<file path="src/rtl/shift_add_pkg.sv">
// Shared constants and FSM state type for the sequential shift-add multiplier.
package shift_add_pkg;

  localparam int WIDTH = 4;
  localparam int CNT_W = 3;
  localparam logic [CNT_W-1:0] ITER_LAST = 3'd3;

  typedef enum logic [1:0] {
    IDLE = 2'd0,
    RUN  = 2'd1,
    DONE = 2'd2
  } state_t;

endpackage

</file>
<file path="src/rtl/shift_add_multiplier_if.sv">
// Start/busy/done handshake bundle between a requester (master) and the multiplier (slave).
interface shift_add_multiplier_if;
  import shift_add_pkg::*;

  logic               start;
  logic [WIDTH-1:0]   multiplicand;
  logic [WIDTH-1:0]   multiplier;
  logic               busy;
  logic               done;
  logic [2*WIDTH-1:0] product;

  modport master (
    output start, multiplicand, multiplier,
    input  busy, done, product
  );

  modport slave (
    input  start, multiplicand, multiplier,
    output busy, done, product
  );

endinterface

</file>
<file path="src/rtl/ripple_carry_4_bit_adder.sv">
// 4-bit ripple-carry adder: {C_4,SUM} = A + B + C_0, built from a chain of full adders.
module ripple_carry_4_bit_adder (
  input  logic [3:0] A,
  input  logic [3:0] B,
  input  logic       C_0,
  output logic [3:0] SUM,
  output logic       C_4
);

  logic [4:0] carry;

  assign carry[0] = C_0;

  generate
    for (genvar gi = 0; gi < 4; gi++) begin : g_fa
      assign SUM[gi]     = A[gi] ^ B[gi] ^ carry[gi];
      assign carry[gi+1] = (A[gi] & B[gi]) | (carry[gi] & (A[gi] ^ B[gi]));
    end
  endgenerate

  assign C_4 = carry[4];

endmodule

</file>
<file path="src/rtl/shift_add_multiplier.sv">
// Sequential 4x4 unsigned shift-add multiplier driving one ripple-carry adder per iteration.
// Optional build macro SHIFT_ADD_EARLY_EXIT_EN finishes as soon as the remaining multiplier bits are zero.
module shift_add_multiplier #(
  parameter int WIDTH = 4
) (
  input  logic                  clk,
  input  logic                  rst,
  shift_add_multiplier_if.slave bus
);
  import shift_add_pkg::*;

  generate
    if (WIDTH != 4) begin : g_bad_width
      $error("shift_add_multiplier: WIDTH must be 4 to match the 4-bit adder");
    end
  endgenerate

  state_t             state_q, state_d;
  logic [WIDTH-1:0]   a_q, a_d;
  logic [WIDTH-1:0]   q_q, q_d;
  logic [WIDTH-1:0]   m_q, m_d;
  logic [CNT_W-1:0]   cnt_q, cnt_d;
  logic [2*WIDTH-1:0] product_q, product_d;

  logic [WIDTH-1:0]   addend;
  logic [WIDTH-1:0]   sum;
  logic               c4;
  logic [2*WIDTH-1:0] shifted;
  logic               last_iter;
  logic [2*WIDTH-1:0] final_product;

  assign addend = q_q[0] ? m_q : '0;

  ripple_carry_4_bit_adder u_adder (
    .A   (a_q),
    .B   (addend),
    .C_0 (1'b0),
    .SUM (sum),
    .C_4 (c4)
  );

  // {C_4,SUM,Q} >> 1: the carry becomes the top accumulator bit, SUM[0] enters Q.
  assign shifted = {c4, sum, q_q[WIDTH-1:1]};

`ifdef SHIFT_ADD_EARLY_EXIT_EN
  logic [WIDTH-1:0] rest_mask;
  logic             rest_zero;

  // Q[3-cnt:1] still hold unprocessed multiplier bits; once they are zero only shifts remain.
  assign rest_mask     = {WIDTH{1'b1}} >> (cnt_q + 3'd1);
  assign rest_zero     = ((q_q >> 1) & rest_mask) == '0;
  assign last_iter     = (cnt_q == ITER_LAST) || rest_zero;
  assign final_product = shifted >> (ITER_LAST - cnt_q);
`else
  assign last_iter     = (cnt_q == ITER_LAST);
  assign final_product = shifted;
`endif

  always_comb begin
    state_d   = state_q;
    a_d       = a_q;
    q_d       = q_q;
    m_d       = m_q;
    cnt_d     = cnt_q;
    product_d = product_q;
    case (state_q)
      IDLE: begin
        if (bus.start) begin
          m_d     = bus.multiplicand;
          q_d     = bus.multiplier;
          a_d     = '0;
          cnt_d   = '0;
          state_d = RUN;
        end
      end
      RUN: begin
        a_d   = shifted[2*WIDTH-1:WIDTH];
        q_d   = shifted[WIDTH-1:0];
        cnt_d = cnt_q + 3'd1;
        if (last_iter) begin
          product_d = final_product;
          state_d   = DONE;
        end
      end
      DONE: begin
        state_d = IDLE;
      end
      default: begin
        state_d = IDLE;
      end
    endcase
  end

  always_ff @(posedge clk) begin
    if (rst) begin
      state_q   <= IDLE;
      a_q       <= '0;
      q_q       <= '0;
      m_q       <= '0;
      cnt_q     <= '0;
      product_q <= '0;
    end else begin
      state_q   <= state_d;
      a_q       <= a_d;
      q_q       <= q_d;
      m_q       <= m_d;
      cnt_q     <= cnt_d;
      product_q <= product_d;
    end
  end

  assign bus.busy    = (state_q == RUN);
  assign bus.done    = (state_q == DONE);
  assign bus.product = product_q;

endmodule

</file>
<file path="src/flat_wrapper.sv">
// flat-port wrapper written by rule: the top's interface ports become plain ports
module shift_add_multiplier_flat import shift_add_pkg::*;
#(
  parameter int WIDTH = 4
)
  (clk, rst, bus_start, bus_multiplicand, bus_multiplier, bus_busy, bus_done, bus_product);
  shift_add_multiplier_if bus_i ();
  input  logic clk;
  input  logic rst;
  input wire logic [$bits(bus_i.start)-1:0] bus_start;
  input wire logic [$bits(bus_i.multiplicand)-1:0] bus_multiplicand;
  input wire logic [$bits(bus_i.multiplier)-1:0] bus_multiplier;
  output wire logic [$bits(bus_i.busy)-1:0] bus_busy;
  output wire logic [$bits(bus_i.done)-1:0] bus_done;
  output wire logic [$bits(bus_i.product)-1:0] bus_product;
  assign bus_i.start = bus_start;
  assign bus_i.multiplicand = bus_multiplicand;
  assign bus_i.multiplier = bus_multiplier;
  assign bus_busy = bus_i.busy;
  assign bus_done = bus_i.done;
  assign bus_product = bus_i.product;
  shift_add_multiplier #(.WIDTH(WIDTH)) u_core (.clk(clk), .rst(rst), .bus(bus_i));
endmodule
</file>
<file path="config.mk">
export PLATFORM = sky130hd
export DESIGN_NAME = shift_add_multiplier_flat
export DESIGN_NICKNAME = d
export VERILOG_FILES = /design/src/rtl/shift_add_pkg.sv /design/src/rtl/shift_add_multiplier_if.sv /design/src/rtl/ripple_carry_4_bit_adder.sv /design/src/rtl/shift_add_multiplier.sv /design/src/flat_wrapper.sv
export SDC_FILE = /design/constraint.sdc
export NUM_CORES = 1
export LEC_CHECK = 0
export CAP_MARGIN = 15
export CORE_MARGIN = 2
export CORE_UTILIZATION = 54
export DETAILED_ROUTE_END_ITERATION = 8
export PLACE_DENSITY = 0.88
export REMOVE_ABC_BUFFERS = 1
export SLEW_MARGIN = 40
export SYNTH_ARGS = -nofsm -noshare
export SYNTH_HDL_FRONTEND = slang
export SYNTH_SLANG_ARGS = --single-unit
</file>
<file path="constraint.sdc">
create_clock -name clk -period 3.4 [get_ports clk]
set_clock_uncertainty 0.1 [all_clocks]
set_input_delay 0.68 -clock clk [delete_from_list [all_inputs] [get_ports clk]]
set_output_delay 0.68 -clock clk [all_outputs]
set_load 0.005 [all_outputs]
</file>
* Yosys cells after proc, flatten, opt, wreduce, memory -nomap -nowiden *
Cells that the tools add are included.

storage, ports and cells
  memories = 0
  bits in read-only memories = 0
  output and inout bits = 10
  flip-flop bits (word level) = 25
  latch bits = 0
  memory bits (writable) = 0

cells by class
  div/mod/pow operators = 0
  multipliers = 0
  equal/unequal tests = 5
  reductions and logical operators = 6
  multiplexer cells = 10
  bitwise logic cells = 17
  add/sub/neg operators = 1
  magnitude comparators = 0
  shifts and indexed selects = 0

operator list
  cell                                                                      number
  4-bit case mux with 2 select lines                                        2
  4-bit two-way mux                                                         3
  2-bit AND reduction                                                       4
  1-bit bitwise AND                                                         7
  1-bit XOR                                                                 7
  3-bit case mux with 2 select lines                                        1
  2-bit two-way mux                                                         2
  2-bit case mux with 2 select lines                                        1
  3-bit by 1-bit adder with 3-bit output (second input constant)            1
  3-bit by 2-bit == test with 1-bit output (second input constant)          1
  3-bit two-way mux                                                         1
  1-bit bitwise OR                                                          3
  2-bit by 1-bit == test with 1-bit output (second input constant)          1
  2-bit == test (second input constant)                                     1
  2-bit logical NOT                                                         1
  2-bit by 1-bit inequality test with 1-bit output (second input constant)  1
  2-bit inequality test (second input constant)                             1
  2-bit nonzero test                                                        1

* Logic depth before layout (Yosys ltp) *
  depth in word-level cells = 9
  depth in mapped cells = 8
  gate-level depth less buffers = 8

* Cells and area by module *
Synthesis repeated with hierarchy kept, for this count alone.

second synthesis, totals
  cells, all modules = 129
  area, all modules = 1149.9 sq um

modules (own cells, without submodules)
  module                    area an instance (sq um)  cells an instance  seq. area each (sq um)  times used
  shift_add_multiplier      1032.2                    115                500.5                   1
  ripple_carry_4_bit_adder  117.6                     14                 0.0                     1

* Worst setup path after synthesis *
Ideal clock, no wire load.

  path type = flip-flop to flip-flop
  start = reg u_core.q_q[0]
  end = reg u_core.a_q[2]
  clock period less this slack = 2331 ps
  arrival time = 2104 ps
  path slack = 1069 ps
  required time = 3172 ps
  cell stages (with the launch flop) = 9
  buffers on the path = 0
  path through = dfxtp_1 > and2_1 > ha_1 > inv_1 > fa_1 > fa_1 > fa_1 > a2bb2oi_1 > nor2_1

on the way
  longest elaborated chain between the ends = 8
  elaborated cells between the ends (all ways) = 13
  classes of those cells = mux (2); bitwise (11)

RTL lines
  element                                         line                            source
  from (decl)                                     shift_add_multiplier.sv:20      logic [WIDTH-1:0] q_q, q_d;
  from (signal assigned)                          shift_add_multiplier.sv:105     q_q <= q_d;
  4-bit two-way mux *                             shift_add_multiplier.sv:32      assign addend = q_q[0] ? m_q : '0;
  1-bit bitwise AND or 1-bit XOR (tied branches)  ripple_carry_4_bit_adder.sv:17  assign carry[gi+1] = (A[gi] & B[gi]) | (carry[gi] & (A[gi] ^ B[gi]));
  1-bit bitwise AND                               ripple_carry_4_bit_adder.sv:17
  1-bit bitwise OR                                ripple_carry_4_bit_adder.sv:17
  1-bit bitwise AND                               ripple_carry_4_bit_adder.sv:17
  1-bit bitwise OR                                ripple_carry_4_bit_adder.sv:17
  1-bit XOR *                                     ripple_carry_4_bit_adder.sv:16  assign SUM[gi] = A[gi] ^ B[gi] ^ carry[gi];
  4-bit case mux with 2 select lines *            shift_add_multiplier.sv:66      case (state_q)
  to (signal assigned)                            shift_add_multiplier.sv:97      a_q <= '0;
  to (signal assigned)                            shift_add_multiplier.sv:104     a_q <= a_d;
  to (decl)                                       shift_add_multiplier.sv:19      logic [WIDTH-1:0] a_q, a_d;

Every way passes the cells marked *; elsewhere a longest branch is shown, timed or not.
A chain may end at the register's enable or synchronous reset.

* Final worst setup path *
  start = reg u_core.state_q[0]
  end = out bus_busy

on the way
  longest elaborated chain between the ends = 1

RTL lines
  element                                   line                         source
  from (decl)                               shift_add_multiplier.sv:18   state_t state_q, state_d;
  from (signal assigned)                    shift_add_multiplier.sv:103  state_q <= state_d;
  2-bit by 1-bit == test with 1-bit output  shift_add_multiplier.sv:112  assign bus.busy = (state_q == RUN);
  to (decl)                                 flat_wrapper.sv:13           output wire logic [$bits(bus_i.busy)-1:0] bus_busy;

Every way passes these cells.

==> results.toml <==
[route]
route.detailed.drc = 0
drt_iter0_markers = 15
via_per_inst = 5.40
num_vias = 843
drt_wl_total_um = 2000
wl_per_cell_um = 12.8
drt_first_pass_iters = 4
ant_nets = 0

[hold_path]
hold-path-cell-count = 2
min_path_type = "register to register"
min_to = "u_core.m_q[1]"
hold_start = "u_core.m_q[1]"

[yosys]
ys_top_cells_by_count = "dfxtp_1 (25), nor2_1 (18), mux2i_1 (8)"
syn_area_per_cell_sq_um = 9.87
post-synth-top-count-cell = "dfxtp_1"
synth_edf_count = 0
netlist.area_leader.share_pct = 44.9
yosysUniqueCellTypes = 26
yosysSeqAreaShare_pct = 44.9
synth_flop_cell = "dfxtp_1"
synth-seq-cells = 25
synth_area_leaders = "dfxtp_1 (45%), mux2i_1 (7.2%), nor2_1 (6.1%)"
async_flop_share_pct = 0
syn_inst = 113
synth_area_sq_um = 1110
synth_area_leader_cell = "dfxtp_1"
ys_warn_count = 0

[clock_network]
htreeDepth = 1
cts_inserted_buffers = 3
insertion_delay_ps = 320
holdBufCountCts = 0
post_cts_resize_count = 0
tritoncts = "done"
clk_pin_slew_ps = 140
cts.path.max_buffers = 2
post_cts_buffers = 0
cts_root_buf = "clkbuf_4"
clkSinkCount = 25

[floorplanning]
initial_core_util_pct = 56.8
die_h_um = 49.4
dieArea_sq_um = 2440
io_pins = 21
fp.dieW_um = 49.4
rows = 16
coreArea_sq_um = 1960

[cells_and_area]
drive_gt1_share_pct = 7.75
nNetsFinal = 147
final_area_sq_um = 1320
final_util_pct = 67.0
antenna_cells = 0
area_growth_pct = 18.0
fin_cells = 156

[sta]
rsz0062_at_grt = "false"
setup_viol = 0
hold_viol_final = 0
period_needed_ps = 2750
setup_tns_ps = 0
tightest_slew_ps = 636
maxSlewViolCount = 0
fmax_ghz = 0.364
layout_worst_path_cycle_share_pct = 80.8
slew_headroom_pct = 57.6
setup_ws_ps = 652
hold_slack_ps = 404

[setup_path]
end_kind = "output pin"
cp-start-kind = "register"
reg2regPathDepth = 8
rrSetupSlack_ps = 920
critPathMaxFanout = 12
reg2reg_to = "u_core.a_q[2]"
crit_required_ps = 2620
cp.arrival_ps = 1970
rr_startpoint = "u_core.q_q[0]"
path_class = "register to output pin"

[job]
drv_cap = 0

[power_and_ir_drop]
peakVddDrop_mv = 0.300
clockPowerShare_pct = 27.4
power_density_nw_per_um2 = 378
p_int_mw = 0.373
p_seq_share_pct = 62.5
p_leak_nw = 0.464
p_sw_share_pct = 25.0
combPwrFrac_pct = 10.1
switchingPower_mw = 0.125
total_power_mw = 0.498

[run_status]
status = "complete, no violations"

[global_route]
grt_pass1_vias = 843
grt_pass1_wl_um = 3570
track_usage_pct = 18.7
antenna_found_initial = 0
gr-total-overflow = 0
grt_max_degree = 26

[placement]
place_ws_ps = 936
place_congestion = 0.815
placed_cells = 152
placed_area_sq_um = 1280
port_buffers = 20
dp_hpwl_um = 1400
[flip-flops by register name, summed over array words and instances, names as in the netlist]
name                cells
u_core.m_q              4
u_core.cnt_q            3
u_core.bus.product      8
u_core.q_q              4
u_core.a_q              4
u_core.state_q          2
[kinds of logic (layout without fill, tap and decap cells)]
kind of cell | Yosys count | count (layout) | synth area share [%]
adder cells (fa/ha/maj) | 6 | 6 | 8.75
AO/OA/AOI/OAI | 24 | 24 | 16.8
AND/OR/NAND/NOR | 36 | 36 | 15.0
flip-flops | 25 | 25 | 44.9
buffers and inverters | 14 | 30 | 7.29
multiplexers | 8 | 8 | 7.18
[worst max-delay path by stage]
stage | startpoint | endpoint | depth (start not counted)
2_1_floorplan | u_core.q_q[0] | u_core.a_q[2] | 8
3_3_place_gp | u_core.q_q[0] | u_core.a_q[2] | 8
3_5_place_dp | u_core.q_q[0] | u_core.a_q[2] | 8
4_1_cts | u_core.state_q[0] | bus_busy | 3
5_1_grt | u_core.state_q[0] | bus_busy | 3
6_report | u_core.state_q[0] | bus_busy | 3
[placed cells by master (no fill, tap or decap), types with 3 or more instances in the layout]
cell and n:
a211oi_1 4, a211oi_2 4, a21oi_1 5, a2bb2oi_1 5, clkbuf_4 3, clkdlybuf4s50_1 19, dfxtp_1 25, fa_1 3
ha_1 3, inv_1 6, mux2i_1 8, nand2_1 7, nand2b_1 3, nor2_1 18, nor2b_1 3, o21ai_0 4
[worst max-delay path: stages (launching register included)]
cell             delay (ps)
dfxtp_1                 570
nand2b_1                360
inv_1                   200
clkdlybuf4s50_1         520
[routing by layer]
layer	share of wire (%)	track usage, %
met5	0	0
met3	4.0	3.07
met4	0.95	6.94
met1	45	22.5
met2	50	33.3
[area by class of cell]
| type | instances | area, sq um |
|---|---|---|
| clock buffer | 3 | 22.5 |
| clock inverter | 1 | 7.51 |
| fill | 168 | 647 |
| inverter | 6 | 22.5 |
| multi-input combinational | 74 | 533 |
| sequential | 25 | 500 |
| tap | 27 | 33.8 |
| timing repair buffer | 20 | 195 |
[power groups by stage]
stage               registers, mW  logic (mW)  clock network [mW]
floorplan                   0.315      0.0263                   0
global placement            0.316      0.0493                   0
detailed placement          0.317      0.0499                   0
CTS                         0.311      0.0504               0.137
global route                0.312      0.0560               0.148
finish                      0.311      0.0501               0.136
No activity file was read; power rests on OpenSTA's default activity.
